===== src/rtl/hpm_counter_bank.sv =====
// Machine performance-counter bank: mcycle, minstret and NUM_CNT event counters
// on the CSR read/write port, with sticky overflow flags and an overflow interrupt.

module hpm_cnt_slice #(
    parameter int CNT_W = 64
) (
    input  logic             clk,
    input  logic             rst,
    input  logic             inc,
    input  logic             wr_lo,
    input  logic             wr_hi,
    input  logic [31:0]      wdata,
    output logic [CNT_W-1:0] cnt,
    output logic             ovf_set
);
    logic unused_ok;
    assign unused_ok = ^wdata;

    // A CSR write replaces this cycle's increment, so it can never flag overflow
    assign ovf_set = inc & ~wr_lo & ~wr_hi & (&cnt);

    always_ff @(posedge clk) begin
        if (rst)        cnt <= '0;
        else if (wr_lo) cnt <= {cnt[CNT_W-1:32], wdata};
        else if (wr_hi) cnt <= {wdata[CNT_W-33:0], cnt[31:0]};
        else if (inc)   cnt <= cnt + CNT_W'(1);
    end
endmodule

module hpm_counter_bank #(
    parameter int NUM_CNT = 4,
    parameter int CNT_W   = 64,
    parameter int NUM_EVT = 8
) (
    input  logic               clk,
    input  logic               rst,
    input  logic               retire_i,
    input  logic [NUM_EVT-1:0] evt_i,
    input  logic               csr_re,
    input  logic [11:0]        csr_raddr,
    output logic [31:0]        csr_rdata,
    output logic               csr_rhit,
    input  logic               csr_we,
    input  logic [11:0]        csr_waddr,
    input  logic [31:0]        csr_wdata,
    output logic               ovf_irq
);
    localparam int NC = NUM_CNT + 3;
    // Index 1 (time) lives elsewhere; its bit is hardwired 0 in every mask
    localparam logic [NC-1:0] CMASK = ~NC'(2);

    logic [NC-1:0][CNT_W-1:0] cnt_q;
    logic [NC-1:0]            ovf_set;
    logic [NC-1:0]            inh_q, ovf_q, ovf_en_q, ovf_d, ovf_en_d;
    logic [NUM_CNT-1:0][7:0]  evt_sel_q;
    logic [255:0]             evt_ext;
    logic [31:0]              rd_val;
    logic                     rd_hit;
    logic                     unused_ok;

    // Select s picks evt_ext[s]; s=0 and s>NUM_EVT land on constant-0 bits
    assign evt_ext   = {255'(evt_i), 1'b0};
    assign unused_ok = ^{csr_wdata, cnt_q[1]};

    genvar c;
    generate
        for (c = 0; c < NC; c++) begin : g_cnt
            if (c == 1) begin : g_time
                assign cnt_q[c]   = '0;
                assign ovf_set[c] = 1'b0;
            end else begin : g_slice
                logic inc;
                if (c == 0) begin : g_cyc
                    assign inc = 1'b1;
                end else if (c == 2) begin : g_ret
                    assign inc = retire_i;
                end else begin : g_evt
                    assign inc = evt_ext[evt_sel_q[c-3]];
                end
                hpm_cnt_slice #(.CNT_W(CNT_W)) u_slice (
                    .clk     (clk),
                    .rst     (rst),
                    .inc     (inc & ~inh_q[c]),
                    .wr_lo   (csr_we && csr_waddr == 12'(32'hB00 + c)),
                    .wr_hi   (csr_we && csr_waddr == 12'(32'hB80 + c)),
                    .wdata   (csr_wdata),
                    .cnt     (cnt_q[c]),
                    .ovf_set (ovf_set[c])
                );
            end
        end
    endgenerate

    // Overflow set is OR-ed after the W1C so a same-cycle set wins
    always_comb begin
        ovf_en_d = ovf_en_q;
        if (csr_we && csr_waddr == 12'h7C1) ovf_en_d = csr_wdata[NC-1:0] & CMASK;
        ovf_d = ovf_q;
        if (csr_we && csr_waddr == 12'h7C0) ovf_d = ovf_q & ~csr_wdata[NC-1:0];
        ovf_d = (ovf_d | ovf_set) & CMASK;
    end

    always_comb begin
        rd_val = '0;
        rd_hit = 1'b0;
        for (int i = 0; i < NC; i++) begin
            if (i != 1 && csr_raddr == 12'(32'hB00 + i)) begin
                rd_hit = 1'b1;
                rd_val = cnt_q[i][31:0];
            end
            if (i != 1 && csr_raddr == 12'(32'hB80 + i)) begin
                rd_hit = 1'b1;
                rd_val = 32'(cnt_q[i][CNT_W-1:32]);
            end
        end
        for (int i = 0; i < NUM_CNT; i++) begin
            if (csr_raddr == 12'(32'h323 + i)) begin
                rd_hit = 1'b1;
                rd_val = 32'(evt_sel_q[i]);
            end
        end
        case (csr_raddr)
            12'h320: begin rd_hit = 1'b1; rd_val = 32'(inh_q);    end
            12'h7C0: begin rd_hit = 1'b1; rd_val = 32'(ovf_q);    end
            12'h7C1: begin rd_hit = 1'b1; rd_val = 32'(ovf_en_q); end
            default: ;
        endcase
    end

    always_ff @(posedge clk) begin
        if (rst) begin
            inh_q     <= '0;
            ovf_q     <= '0;
            ovf_en_q  <= '0;
            evt_sel_q <= '0;
            ovf_irq   <= 1'b0;
            csr_rdata <= '0;
            csr_rhit  <= 1'b0;
        end else begin
            if (csr_we && csr_waddr == 12'h320) inh_q <= csr_wdata[NC-1:0] & CMASK;
            for (int i = 0; i < NUM_CNT; i++)
                if (csr_we && csr_waddr == 12'(32'h323 + i)) evt_sel_q[i] <= csr_wdata[7:0];
            ovf_q    <= ovf_d;
            ovf_en_q <= ovf_en_d;
            ovf_irq  <= |(ovf_d & ovf_en_d);
            if (csr_re) begin
                csr_rdata <= rd_val;
                csr_rhit  <= rd_hit;
            end
        end
    end
endmodule


===== config.mk =====
export PLATFORM = sky130hd
export DESIGN_NAME = hpm_counter_bank
export DESIGN_NICKNAME = d
export VERILOG_FILES = /design/src/rtl/hpm_counter_bank.sv
export SDC_FILE = /design/constraint.sdc
export NUM_CORES = 2
export LEC_CHECK = 0
export CELL_PAD_IN_SITES_DETAIL_PLACEMENT = 1
export CELL_PAD_IN_SITES_GLOBAL_PLACEMENT = 2
export CORE_MARGIN = 5
export CORE_UTILIZATION = 37
export DETAILED_ROUTE_END_ITERATION = 16
export HOLD_SLACK_MARGIN = 0.08
export PLACE_DENSITY_LB_ADDON = 0.15
export SYNTH_ARGS = -nofsm -noshare
export SYNTH_HDL_FRONTEND = slang
export SYNTH_HIERARCHICAL = 1
export SYNTH_SLANG_ARGS = --single-unit

===== constraint.sdc =====
create_clock -name clk -period 3.4 [get_ports clk]
set_input_delay 0.51 -clock clk [delete_from_list [all_inputs] [get_ports clk]]
set_output_delay 0.51 -clock clk [all_outputs]
set_load 0.02 [all_outputs]

Yosys cells after proc, flatten, opt, wreduce, memory -nomap -nowiden. Cells that the tools add are included.

Flip-flop bits (word level): 470. Bits in latches: 0. Bits in writable memories: 0. Memory bits (read-only): 0. Bits of input ports: 69. Logic and storage cells: 235. Memories kept: 0.

Add/subtract/negate cells: 6. $mul: 0. Div/mod/pow operators: 0. $lt $le $gt $ge: 4. Equality and inequality tests: 46. Shift operators: 0. Muxes and demuxes: 62. Bitwise gates (word level): 45. Reductions and logical operators: 49.

Operator list (number): 64-bit two-way mux (12); 32-bit two-way mux (22); 64-bit by 1-bit adder with 64-bit output, second input constant (6); 64-bit AND reduction (6); 12-bit equality test, second input constant (24); 12-bit by 10-bit equality test with 1-bit output, second input constant (10); 32-bit case mux with 3 select lines (1); 12-bit by 11-bit equality test with 1-bit output, second input constant (4); 8-bit by 9-bit less-than comparator with 1-bit output, second input constant (4); 1-bit binary-select mux with 8-bit select (4); 2-bit AND reduction (12); 1-bit bitwise AND (23); 1-bit two-way mux (21); 2-bit nonzero test (10); 1-bit logical AND (19); 1-bit inverter (18); 2-bit by 1-bit inequality test with 1-bit output, second input constant (8); 7-bit bitwise AND (2); 7-bit two-way mux (2); 7-bit inverter (1); 7-bit OR (1); 7-bit OR reduction (1); 3-bit OR reduction (1).

Logic depth before layout (Yosys ltp).
Depth after elaboration: 18. Gate-level depth with buffers: 13. Gate-level depth less buffers: 12.

Modules after synthesis. Netlist, hierarchy kept.

By module, submodules not included: hpm_cnt_slice (instances 6, cells an instance 575, area an instance 4141.5 µm²); hpm_counter_bank (instances 1, cells an instance 1047, area an instance 7718.7 µm²).

Worst setup path after synthesis. Ideal clock, no wire load.

Path type: in2reg. Start: input port evt_i[4]. End: register g_cnt[5].g_slice.u_slice.cnt[21]. Data arrival time: 2.993 ns. Data required time: 3.314 ns. Setup slack: 0.322 ns. Cell stages on the path: 12. Path through: mux4_2 -> nand2_1 -> o21ai_0 -> mux2i_1 -> nor3_1 -> nand2b_1 -> or3_1 -> clkbuf_1 -> nor4_1 -> nand3_1 -> xor2_1 -> a211oi_1.

Cells in the longest elaborated chain, start to end: 5.

RTL lines: start, declared (line 38) `input logic [NUM_EVT-1:0] evt_i,`; 1-bit binary-select mux with 8-bit select (line 78) `assign inc = evt_ext[evt_sel_q[c-3]];`; 1-bit two-way mux (implied by the code) (line 78); 1-bit bitwise AND (line 83) `.inc (inc & ~inh_q[c]),`; 2-bit nonzero test (no source line); 2-bit AND reduction (no source line); end signal, assigned (line 24) `else if (wr_lo) cnt <= {cnt[CNT_W-1:32], wdata};`; end signal, assigned (line 25) `else if (wr_hi) cnt <= {wdata[CNT_W-33:0], cnt[31:0]};`; end signal, assigned (line 26) `else if (inc) cnt <= cnt + CNT_W'(1);`; end, declared (line 13) `output logic [CNT_W-1:0] cnt,`.

Every way passes these cells. The select of a mux whose other input is x is not followed. A chain may end at the register's enable or synchronous reset.

Worst setup path in the final report.
Start: register evt_sel_q[1] (netlist name). End: register g_cnt[3].g_slice.u_slice.cnt[21].

Cells in the longest elaborated chain, start to end: 5.

RTL lines: start, declared (line 55) `logic [NUM_CNT-1:0][7:0] evt_sel_q;`; start signal, assigned by index (line 142) `if (csr_we && csr_waddr == 12'(32'h323 + i)) evt_sel_q[i] <= csr_wdata[7:0];`; 1-bit binary-select mux with 8-bit select (line 78); 1-bit two-way mux (implied by the code) (line 78); 1-bit bitwise AND (line 83); 2-bit nonzero test (no source line); 2-bit AND reduction (no source line); end signal, assigned (line 24); end signal, assigned (line 25); end signal, assigned (line 26); end, declared (line 13).

Every way passes these cells. The select of a mux whose other input is x is not followed.

==> summary.md <==
| Metric | Value |
|---|---|
| Status | finished clean |
| FF-to-FF path depth | 15 |
| Number of global-route vias before repair | 38600 |
| Design Area, Final | 0.0400 mm2 |
| # setup viols final | 0 |
| Initial antenna violation count | 15 |
| EDFF count, synth | 0 |
| Max-cap violations | 0 |
| Largest family of logic cells by synthesized area | simple AND/OR/NAND/NOR gates |
| Yosys warnings | 6 |
| Synth Register Bits | 468 |
| Critical Path RT | 3.96 ns |
| Kind of critical path | flip-flop to flip-flop |
| Worst Slack Setup Final | 0.252 ns |
| CTS sink cnt | 468 |
| # DRC | 0 |
| CP max stage cell | dfxtp_1 |
| Avg WL per Cell | 32.0 um |
| Clk slew on worst S/H paths | 0.06 ns |
| Synth Area in Adders | 0.231% |
| Hold Path Origin | rst |
| All-Layer GR Usage | 38.9% |
| Inserted Clock Buffers | 59 |
| Most common cell in the netlist | nand2_1 |
| Global placer's final weighted congestion | 0.998 |
| Syn Area/Cell | 7.24 um2 |
| CP max FO | 6 |
| Dominant cells by area after synthesis | dfxtp_1, nand2_1, nor2_1 |
| Startpoint Class | flip-flop |
| Netlist cell types | 90 |
| Commonest cells post-synth | nand2_1, nor2_1, dfxtp_1 |
| Top cell type by total area after synthesis | dfxtp_1 |
| Vias | 40200 |
| RSZ-0062 raised after global routing | no |
| Slew margin rel. | 29.4% |
| Synth Area in XOR/XNOR | 4.71% |
| DR vias/cell | 6.66 |
| NumNets Final | 4904 |
| Chip height | 307 um |
| Top achievable clock speed | 318 MHz |
| Max VDD drop | 0.374 mV |
| CTS tree | done |
| Hold path cells | 2 |
| Crit path time final | 3.15 ns |
| Area Growth Syn to Fin | 22.8% |
| Top_reg_cell synth | dfxtp_1 |
| Die width | 307 um |
| Detailed Route Iter0 Violations | 5237 |
| Critical path's most frequent cell | buf_4 |
| Async SR Flop Fraction | 0% |
| GRT overflow | 0 |
| Clock Tree Buf Depth | 3 |
| WP data arrival | 3.71 ns |
| WL final | 193 mm |
| Post-DP HPWL | 142 mm |
| Root buffer cell | clkbuf_16 |
| First-pass GRT wire length | 276 mm |
| Post-Syn Area | 0.0326 mm2 |
| H-tree levels | 2 |
| Top cell type's share of synthesized area | 28.8% |
| Mux cell area share after synthesis | 5.78% |
| Max Transition Viols Final | 0 |
| Post-synthesis simple-gate area fraction | 35.2% |
| Synth Area in Compound Gates | 20.8% |
| R2R Path Start | evt_sel_q[1] |
| DR pass1 iterations | 6 |
| Core area | 0.0870 mm2 |
| LEAKAGE | 14.4 nW |
| Worst Skew | 0.0220 ns |
| Pre-CTS setup slack | -0.374 ns |
| Final hold vios | 0 |
| Power Density | 335 mW/mm2 |
| CP peak stage delay | 0.51 ns |
| DP Area | 0.0380 mm2 |
| Row cnt | 108 |
| Setup crit start | evt_sel_q[1] |
| Slew @ Worst Pin | 1.06 ns |
| Die Footprint | 0.0941 mm2 |
| CP Cell Sequence | nand3b_1 -> a21oi_1 -> a31oi_1 -> nor2_1 -> a31oi_1 -> buf_4 -> nor3_1 -> buf_4 -> nand2b_1 -> or3_1 -> nor4_1 -> buf_4 -> nand3_1 -> xor2_1 -> a211oi_1 |
| Final Cycle Share | 92.6% |
| Initial Util | 37.4% |
| Layout cells sized above 1 | 14.3% |
| Crit path capture type | flip-flop |
| Worst hold path class | input pin to flip-flop |
| Worst hold endpoint | g_cnt[5].g_slice.u_slice/cnt[41] |
| Seq/Total Area, Yosys | 28.8% |
| Detail Route Antenna Nets | 0 |
| Largest delay share family, worst path | simple AND/OR/NAND/NOR gates |
| IO Port Bufs | 102 |
| Reg-to-reg setup timing slack | 0.25 ns |
| Worst skew pair latency | 0.66 ns |
| Worst R2R End | g_cnt[3].g_slice.u_slice/cnt[21] |
| # IOs | 103 |
| Hold bufs inserted after CTS | 0 |
| Syn Nets | 4572 |
| Largest net degree at the start of global routing | 92 |
| Worst Path Buf+Inv | 3 |
| Syn Inst Count | 4497 |
power by group:
group	total, mW	internal, mW	switching (mW)	leakage, nW
logic	0.975	0.277	0.699	9.66
clock network	6.84	4.04	2.81	1.00
registers	5.58	5.51	0.0712	3.77
total	13.4	9.82	3.58	14.4
metrics by stage:
stage	std cells	power (mW)	setup TNS [ns]	utilization [%]	hold WS, ns
2_1_floorplan	4497	5.96	0	-	0.468
6_report	6036	13.4	0	46.0	0.288
3_5_place_dp	5923	6.64	-9.61	43.6	0.510
4_1_cts	6031	13.4	0	46.0	0.245
3_3_place_gp	5923	6.63	-6.30	43.6	0.505
5_1_grt	6031	13.7	0	46.0	0.281
layout make-up:
| cell class | instances | area (um2) |
|---|---|---|
| Antenna cell | 5 | 12.5 |
| Clock buffer | 88 | 1780 |
| Clock inverter | 20 | 258 |
| Fill cell | 10800 | 47000 |
| Inverter | 83 | 312 |
| Multi-Input combinational cell | 3647 | 21900 |
| Sequential cell | 468 | 9370 |
| Tap cell | 1155 | 1450 |
| Timing Repair Buffer | 570 | 4920 |
flip-flops by register name, summed over array words and instances (netlist names):
signal                     flops
inh_q                          6
ovf_irq                        1
ovf_en_q                       6
ovf_q                          6
evt_sel_q                     32
csr_rdata                     32
g_cnt.g_slice.u_slice/cnt    384
csr_rhit                       1
how the worst max path moves through the flow:
stage | cells past startpoint | to
6_report | 15 | g_cnt[3].g_slice.u_slice/cnt[21]
4_1_cts | 14 | g_cnt[6].g_slice.u_slice/cnt[21]
5_1_grt | 15 | g_cnt[5].g_slice.u_slice/cnt[18]
2_1_floorplan | 12 | g_cnt[5].g_slice.u_slice/cnt[21]
3_3_place_gp | 15 | g_cnt[6].g_slice.u_slice/cnt[21]
3_5_place_dp | 15 | g_cnt[6].g_slice.u_slice/cnt[21]
cell families (layout without fill, tap and decap cells):
family | count (synthesis) | count (layout)
compound gates | 1044 | 1044
xor+xnor | 175 | 175
fa+ha+maj | 6 | 6
buf+inv | 382 | 761
flops | 468 | 468
mux | 182 | 182
other cells | 0 | 5
simple gates | 2240 | 2240
routing by layer:
layer | GRT usage [%] | up-vias | wire length, um
li1 | - | 17500 | -
met1 | 51.3 | 20000 | 78900
met2 | 60.4 | 2078 | 83600
met3 | 7.45 | 543 | 17600
met4 | 20.6 | 10 | 12800
met5 | 0 | - | 72
what timing repair did:
action | 4_1_cts | 5_1_grt
resized for setup | 0 | 1
endpoints found under the setup margin | 0 | 1
buffers inserted | 0 | 0
cell usage in the layout, fill, tap and decap left out, drive strengths merged, types with 62 or more instances in the layout:
cell type / synthesis / final
nand2: 538 / 538
nor2: 502 / 502
buf: 62 / 472
dfxtp: 468 / 468
a21oi: 330 / 330
nand3: 271 / 271
nand4: 206 / 206
mux2i: 170 / 170
nor3: 149 / 149
o21ai: 136 / 136
and3: 136 / 136
nor4: 123 / 123
clkdlybuf4s50: 0 / 98
xor2: 97 / 97
clkbuf: 237 / 88
o22ai: 87 / 87
a211oi: 83 / 83
inv: 83 / 83
a31oi: 81 / 81
xnor2: 78 / 78
or3: 73 / 73
or4: 62 / 62
Power figures use the tool's default switching activity.
